**src/rtl/pong_paddle_ctrl_if.sv**
```systemverilog
// Signal bundle between the Pong round controller and its surroundings:
// button/ball/frame inputs in, paddle move pulses and round state out.
interface pong_paddle_ctrl_if;
    logic       frame_tick;
    logic       start;
    logic       stop;
    logic       point_scored;
    logic [1:0] btn_up;
    logic [1:0] btn_down;
    logic [8:0] ball_y;
    logic [8:0] paddle1_y;
    logic [1:0] paddle_up;
    logic [1:0] paddle_down;
    logic       paddle_reset;
    logic [1:0] state;

    modport master (
        output frame_tick, start, stop, point_scored, btn_up, btn_down, ball_y, paddle1_y,
        input  paddle_up, paddle_down, paddle_reset, state
    );

    modport slave (
        input  frame_tick, start, stop, point_scored, btn_up, btn_down, ball_y, paddle1_y,
        output paddle_up, paddle_down, paddle_reset, state
    );
endinterface

```
**src/rtl/pong_paddle_ctrl.sv**
```systemverilog
// Per-frame paddle movement scheduler and round sequencer for Pong.
// Define PADDLE_AI_EN to drive paddle 1 from a ball-tracking AI instead of its buttons.
module pong_paddle_ctrl #(
    parameter int unsigned STEP        = 2,
    parameter int unsigned HOLD_FRAMES = 60,
    parameter int unsigned HEIGTH      = 20,
    parameter int unsigned DEADBAND    = 2
) (
    input logic              clock,
    input logic              reset,
    pong_paddle_ctrl_if.slave bus
);
    localparam int unsigned BURST_W = 4;
    localparam int unsigned HOLD_W  = 8;
    localparam int unsigned AI_W    = 10;

    typedef enum logic [1:0] {
        IDLE   = 2'd0,
        CENTER = 2'd1,
        PLAY   = 2'd2,
        HOLD   = 2'd3
    } state_t;

    state_t               state_q, state_d;
    logic [BURST_W-1:0]   burst_q, burst_d;
    logic [HOLD_W-1:0]    hold_q, hold_d;
    logic [1:0]           dir_up_q, dir_up_d, dir_dn_q, dir_dn_d;
    logic [1:0]           up_q, up_d, dn_q, dn_d;
    logic                 prst_q, prst_d;
    logic [1:0]           up_s1, up_s2, dn_s1, dn_s2;
    logic [1:0]           new_up, new_dn;

    // Two-flop synchronizers for the raw buttons
    always_ff @(posedge clock or negedge reset) begin
        if (!reset) begin
            up_s1 <= '0;
            up_s2 <= '0;
            dn_s1 <= '0;
            dn_s2 <= '0;
        end else begin
            up_s1 <= bus.btn_up;
            up_s2 <= up_s1;
            dn_s1 <= bus.btn_down;
            dn_s2 <= dn_s1;
        end
    end

    assign new_up[0] = up_s2[0] & ~dn_s2[0];
    assign new_dn[0] = dn_s2[0] & ~up_s2[0];

`ifdef PADDLE_AI_EN
    logic [AI_W-1:0] centre;
    logic            unused_btn1;

    // Track the ball with paddle 1's centre, ignoring small offsets
    assign centre      = AI_W'(bus.paddle1_y) + AI_W'(HEIGTH / 2);
    assign new_up[1]   = AI_W'(bus.ball_y) > (centre + AI_W'(DEADBAND));
    assign new_dn[1]   = (AI_W'(bus.ball_y) + AI_W'(DEADBAND)) < centre;
    assign unused_btn1 = up_s2[1] ^ dn_s2[1];
`else
    logic unused_ai;

    assign new_up[1] = up_s2[1] & ~dn_s2[1];
    assign new_dn[1] = dn_s2[1] & ~up_s2[1];
    assign unused_ai = ^{bus.ball_y, bus.paddle1_y, AI_W'(HEIGTH), AI_W'(DEADBAND)};
`endif

    always_ff @(posedge clock or negedge reset) begin
        if (!reset) begin
            state_q  <= IDLE;
            burst_q  <= '0;
            hold_q   <= '0;
            dir_up_q <= '0;
            dir_dn_q <= '0;
            up_q     <= '0;
            dn_q     <= '0;
            prst_q   <= 1'b0;
        end else begin
            state_q  <= state_d;
            burst_q  <= burst_d;
            hold_q   <= hold_d;
            dir_up_q <= dir_up_d;
            dir_dn_q <= dir_dn_d;
            up_q     <= up_d;
            dn_q     <= dn_d;
            prst_q   <= prst_d;
        end
    end

    // Round sequencing and burst generation; stop overrides everything
    always_comb begin
        state_d  = state_q;
        burst_d  = '0;
        hold_d   = hold_q;
        dir_up_d = dir_up_q;
        dir_dn_d = dir_dn_q;
        up_d     = '0;
        dn_d     = '0;
        prst_d   = 1'b0;

        unique case (state_q)
            IDLE: begin
                if (bus.start) state_d = CENTER;
            end
            CENTER: begin
                state_d = PLAY;
            end
            PLAY: begin
                if (bus.point_scored) begin
                    state_d = HOLD;
                    hold_d  = HOLD_W'(HOLD_FRAMES);
                end else begin
                    if (burst_q != '0) begin
                        up_d    = dir_up_q;
                        dn_d    = dir_dn_q;
                        burst_d = burst_q - BURST_W'(1);
                    end
                    // A new frame restarts the burst without a gap
                    if (bus.frame_tick) begin
                        burst_d  = BURST_W'(STEP);
                        dir_up_d = new_up;
                        dir_dn_d = new_dn;
                    end
                end
            end
            HOLD: begin
                if (bus.frame_tick) begin
                    if (hold_q <= HOLD_W'(1)) begin
                        state_d = CENTER;
                        hold_d  = '0;
                    end else begin
                        hold_d = hold_q - HOLD_W'(1);
                    end
                end
            end
            default: state_d = IDLE;
        endcase

        if (bus.stop) begin
            state_d = IDLE;
            burst_d = '0;
            hold_d  = '0;
            up_d    = '0;
            dn_d    = '0;
        end

        prst_d = (state_d == CENTER);
    end

    assign bus.paddle_up    = up_q;
    assign bus.paddle_down  = dn_q;
    assign bus.paddle_reset = prst_q;
    assign bus.state        = state_q;
endmodule

```
**src/flat_wrapper.sv**
```systemverilog
// flat-port wrapper written by rule: the top's interface ports become plain ports
module pong_paddle_ctrl_flat 
#(
    parameter int unsigned STEP        = 2,
    parameter int unsigned HOLD_FRAMES = 60,
    parameter int unsigned HEIGTH      = 20,
    parameter int unsigned DEADBAND    = 2
)
  (clock, reset, bus_frame_tick, bus_start, bus_stop, bus_point_scored, bus_btn_up, bus_btn_down, bus_ball_y, bus_paddle1_y, bus_paddle_up, bus_paddle_down, bus_paddle_reset, bus_state);
  pong_paddle_ctrl_if bus_i ();
  input logic clock;
  input logic reset;
  input wire logic [$bits(bus_i.frame_tick)-1:0] bus_frame_tick;
  input wire logic [$bits(bus_i.start)-1:0] bus_start;
  input wire logic [$bits(bus_i.stop)-1:0] bus_stop;
  input wire logic [$bits(bus_i.point_scored)-1:0] bus_point_scored;
  input wire logic [$bits(bus_i.btn_up)-1:0] bus_btn_up;
  input wire logic [$bits(bus_i.btn_down)-1:0] bus_btn_down;
  input wire logic [$bits(bus_i.ball_y)-1:0] bus_ball_y;
  input wire logic [$bits(bus_i.paddle1_y)-1:0] bus_paddle1_y;
  output wire logic [$bits(bus_i.paddle_up)-1:0] bus_paddle_up;
  output wire logic [$bits(bus_i.paddle_down)-1:0] bus_paddle_down;
  output wire logic [$bits(bus_i.paddle_reset)-1:0] bus_paddle_reset;
  output wire logic [$bits(bus_i.state)-1:0] bus_state;
  assign bus_i.frame_tick = bus_frame_tick;
  assign bus_i.start = bus_start;
  assign bus_i.stop = bus_stop;
  assign bus_i.point_scored = bus_point_scored;
  assign bus_i.btn_up = bus_btn_up;
  assign bus_i.btn_down = bus_btn_down;
  assign bus_i.ball_y = bus_ball_y;
  assign bus_i.paddle1_y = bus_paddle1_y;
  assign bus_paddle_up = bus_i.paddle_up;
  assign bus_paddle_down = bus_i.paddle_down;
  assign bus_paddle_reset = bus_i.paddle_reset;
  assign bus_state = bus_i.state;
  pong_paddle_ctrl #(.STEP(STEP), .HOLD_FRAMES(HOLD_FRAMES), .HEIGTH(HEIGTH), .DEADBAND(DEADBAND)) u_core (.clock(clock), .reset(reset), .bus(bus_i));
endmodule
```
**config.mk**
```make
export PLATFORM = sky130hd
export DESIGN_NAME = pong_paddle_ctrl_flat
export DESIGN_NICKNAME = d
export VERILOG_FILES = /design/src/rtl/pong_paddle_ctrl_if.sv /design/src/rtl/pong_paddle_ctrl.sv /design/src/flat_wrapper.sv
export SDC_FILE = /design/constraint.sdc
export NUM_CORES = 1
export LEC_CHECK = 0
export CAP_MARGIN = 30
export CORE_ASPECT_RATIO = 0.7
export CORE_MARGIN = 2
export CORE_UTILIZATION = 51
export DETAILED_ROUTE_END_ITERATION = 6
export PLACE_DENSITY = 0.83
export SYNTH_ARGS = -nofsm -noshare
export SYNTH_HDL_FRONTEND = slang
export SYNTH_SLANG_ARGS = --single-unit
export TNS_END_PERCENT = 5
```
**constraint.sdc**
```tcl
create_clock -name clock -period 2.8 [get_ports clock]
set_input_delay 0.56 -clock clock [delete_from_list [all_inputs] [get_ports clock]]
set_output_delay 0.56 -clock clock [all_outputs]
set_load 0.05 [all_outputs]
```
==> After elaboration in Yosys (flattened, before gate mapping) <==
Index checks and enable logic that the tools add are counted.
{ "word_totals": {"regBits": 31, "input_bits": 28, "elab_cells": 59} }
{ "op_classes": {"n_addsub": 2, "n_lt_le_gt_ge": 1, "n_eq_ne": 6, "muxes": 24, "bitwise_logic": 9, "n_reduce_logical": 5} }
{ "ops": {"columns": ["op", "count"], "rows": [
  ["2-to-1 mux 8 bit", 4],
  ["2-to-1 mux 2 bit", 13],
  ["2-to-1 mux 4 bit", 5],
  ["one-hot mux 8 bit (2 select lines)", 1],
  ["less-or-equal comparator 8 x 1 -> 1 bit (second input constant)", 1],
  ["one-hot mux 2 bit (4 select lines)", 1],
  ["subtractor 8 x 1 -> 8 bit (second input constant)", 1],
  ["!= test 3 bit (second input constant)", 2],
  ["AND reduction 3 bit", 2],
  ["NOT 1 bit", 5],
  ["AND 1 bit", 4],
  ["equality test 2 x 1 -> 1 bit (second input constant)", 2],
  ["equality test 2 bit (second input constant)", 2],
  ["nonzero test 4 bit", 1],
  ["subtractor 4 x 1 -> 4 bit (second input constant)", 1],
  ["nonzero test 3 bit", 1],
  ["logical NOT 2 bit", 1]
]} }

==> Logic depth before layout (Yosys ltp) <==
{ "depth": {"word_depth": 6, "depth_mapped": 6, "depth_no_buf": 6} }

==> Worst setup path after synthesis <==
OpenSTA, ideal clock, no wires.
{ "synth_timing": {"path_kind": "register -> register", "startpoint": "reg u_core.state_q[0], in the netlist u_core.bus.state[0]", "endpoint": "reg u_core.hold_q[2]", "arrival_time_ps": 1707, "t_required_ps": 2714, "setup_slack_ps": 1007, "stages_incl_launch_ff": 6, "path_buffers": 1, "period_less_slack_ps": 1793, "cell_sequence": "dfrtp_1 mux2_2 and2_0 clkbuf_1 a41o_1 nor3_1"} }
{ "synth_via": {"elab_chain_len": 3, "elab_cells_between_ends": 8} }
{ "synth_rtl": {"columns": ["element", "line_no", "text"], "rows": [
  ["from (decl)", "pong_paddle_ctrl.sv:24", "state_t state_q, state_d;"],
  ["from (signal assigned)", "pong_paddle_ctrl.sv:79", "state_q <= state_d;"],
  ["equality test 2 bit", "pong_paddle_ctrl.sv:101", "unique case (state_q)"],
  ["!= test 3 bit (no source line) (tied with other cells)", null, null],
  ["AND reduction 3 bit (no source line) or 2-to-1 mux 8 bit (tied branches)", null, null],
  ["to (signal assigned)", "pong_paddle_ctrl.sv:81", "hold_q <= hold_d;"],
  ["to (decl)", "pong_paddle_ctrl.sv:26", "logic [HOLD_W-1:0] hold_q, hold_d;"]
]} }
Several ways; a longest one is shown, not always the timed one.
A chain may end at the register's enable or synchronous reset.

==> Worst setup path after layout <==
{ "layout_timing": {"startpoint": "reg u_core.state_q[1], in the netlist u_core.bus.state[1]", "endpoint": "out bus_state[1]"} }
{ "layout_rtl": {"columns": ["element", "line_no", "text"], "rows": [
  ["to (decl)", "flat_wrapper.sv:24", "output wire logic [$bits(bus_i.state)-1:0] bus_state;"]
]} }
No word-level cell between the ends.

==> flow_summary.yaml <==
outcome:
  run_status: "finished clean"
sta:
  fin_skew_ns: 0.00245
  tightest_slew_ns: 0.499
  rsz0062_at_grt: "false"
  setup_viol: 0
  post-route-period-util_pct: 77.8
  fmax_mhz: 459
  slew_violations: 0
  slew_headroom_pct: 66.6
  period_needed_ns: 2.18
  hold_viol_final: 0
  tns_ns: 0
logic_synthesis:
  synth_edf_count: 0
  yosysMostFrequentCell: "dfrtp_1"
  synth_seq_cells: 31
  syn_area_mm2: 0.00136
  yosys-top-cells-area: "dfrtp_1, a21oi_1, o21ai_0"
  yosysTopAreaCell: "dfrtp_1"
  avgSynthCellArea_um2: 10.8
  synth_commonest_cells: "dfrtp_1, a21oi_1, o21ai_0"
  syn_inst: 126
  synth_top_area_share_pct: 57.2
  yosysWarnings: 0
  synth_async_sr_flop_share_pct: 100
  ys_seq_area_share_pct: 57.2
  syn-num-nets: 156
  synthFlopType: "dfrtp_1"
  synth_cell_type_count: 37
pwr:
  leakagePower_uw: 0.000694
  p_total_uw: 982
  p_per_area_mw_per_mm2: 601
  peakVddDrop_mv: 0.431
drt:
  first_pass_iters: 4
  drt_iter0_markers: 59
  vias: 1022
  routed_via_density: 5.68
  drt-total-wl_um: 2660
  wl_per_cell_um: 14.8
  drt.antenna.violating_nets: 0
  remaining_drc_errors: 0
clock_tree:
  clock_latency_ns: 0.27
  cts_root_buf: "clkbuf_8"
  postCtsSetupRepairBufs: 0
  cts_tree: "yes"
  clk_pin_slew_ns: 0.06
  clock-sinks: 31
  ctsResizeCount: 0
  cts_made_buffers: 5
  clock_path_buffers: 2
  ctsHoldBuffers: 0
  htree_num_levels: 2
grt:
  grt_pass1_vias: 964
  grt_usage_pct: 19.4
  grt_pass1_wl_um: 4250
  grt_max_degree: 32
  globalRouteOverflowTotal: 0
  grt_antenna_before_repair: 0
setup_path:
  crit_family: "buffers and inverters"
  cp_data_arrival_time_ns: 1.62
  cp_max_fo: 10
  r2r_start: "u_core.hold_q[4]"
  r2r_slack_ns: 1.01
  path_buf_inv: 1
  max_stage_delay_ns: 0.86
  path_depth: 1
  crit_path_top_delay_cell: "clkdlybuf4s50_1"
  crit_type: "reg -> out"
  reg2regPathDepth: 4
  cp_cell_sequence: "clkdlybuf4s50_1"
  required_ns: 2.24
  timing.rr.end: "u_core.hold_q[7]"
  crit_path_end_kind: "primary output"
  worst_setup_path_start_kind: "flop"
floorplan:
  initial_core_util_pct: 54.3
  design.die.area_mm2: 0.00309
  die_x_um: 65.6
  rows: 15
  io_pins: 35
  core-area_mm2: 0.00250
  die_h_um: 47.1
job:
  max_cap_violations: 0
final_layout:
  fin_nets: 176
  seqCellArea_um2: 776
  nFillCells: 197
  top_regs: "u_core.hold_q: 8 flops, u_core.burst_q: 4 flops"
  antenna_cells: 0
  largest-register: "u_core.hold_q"
  largest_register_ffs: 8
  drive_gt1_share_pct: 10.3
  multi_input_area_um2: 534
  synthToLayoutAreaGrowth_pct: 20.6
placed_design:
  gp_congestion: 0.933
  portBuffers: 16
  dpl.hpwl_um: 1950
hold_path:
  hold_path_end: "u_core.dn_s2[0]"
  hp-start: "u_core.dn_s1[0]"
  hold_class: "reg -> reg"
  whs_path_depth: 0
-- per-stage QoR --
stage / worst slack, ns / std cells / instance area (µm²) / hold WS (ns) / utilization, %
after floorplan: 1.01 / 126 / 1360 / 0.264 / -
after global placement: 0.620 / 173 / 1550 / 0.335 / 62.0
after detailed placement: 0.542 / 173 / 1550 / 0.338 / 62.0
after CTS: 0.623 / 180 / 1630 / 0.352 / 65.5
after global routing: 0.569 / 180 / 1630 / 0.355 / 65.5
final: 0.622 / 180 / 1630 / 0.349 / 65.5
-- worst max path at each step --
stage / from / end
after global routing: u_core.bus.state[1] / bus_state[1]
after CTS: u_core.bus.state[1] / bus_state[1]
after detailed placement: bus_frame_tick / u_core.hold_q[2]
after global placement: bus_frame_tick / u_core.hold_q[2]
final: u_core.bus.state[1] / bus_state[1]
after floorplan: u_core.bus.state[0] / u_core.hold_q[2]
-- layer usage --
layer	track usage (%)	part of all wire, %	wire, µm	vias up
met5	0	0	0	-
met1	23.5	44	1170	480
li1	-	-	-	495
met4	9.17	1.5	40	0
met3	6.47	6.8	181	7
met2	32.4	48	1270	40
-- report_power, final --
part	total, µW	internal [µW]	switching, µW
Clock	338	192	145
Combinational	135	56.6	78.9
Sequential	509	484	25.4
-- worst reg2reg max path, cell delays in order (launching register included) --
cell      delay [ns]
dfrtp_1         0.45
or4_4           0.55
o311ai_4        0.30
o22ai_1         0.15
a22o_1          0.24
-- placed cells by master, fill, tap and decap left out, types with 3 or more instances in the layout --
master,Yosys,layout
a21oi_1,9,9
and2_1,5,5
clkbuf_8,0,6
clkdlybuf4s50_1,0,16
dfrtp_1,31,31
inv_1,7,7
nand2_1,6,6
nand3b_1,4,4
nor2_1,8,8
nor3_1,5,5
nor4_1,4,4
o21ai_0,9,9
or2_2,3,3
-- cell type report --
cell class	instances	area share (%)
multi-input cells	84	32.7
inverters	7	1.61
clock buffers	6	5.05
flip-flops and latches	31	47.5
repair buffers	17	10.3
well taps	34	2.60
clock inverters	1	0.306
-- cells by family (layout without fill, tap and decap cells) --
group	Yosys count	count (layout)	synth area share, %
AND/OR/NAND/NOR	49	49	20.7
buffers and inverters	11	31	3.32
multiplexers	1	1	0.831
flip-flops	31	31	57.2
adder cells (fa/ha/maj)	2	2	1.85
AO/OA/AOI/OAI	32	32	16.1
Power figures use the tool's default switching activity.
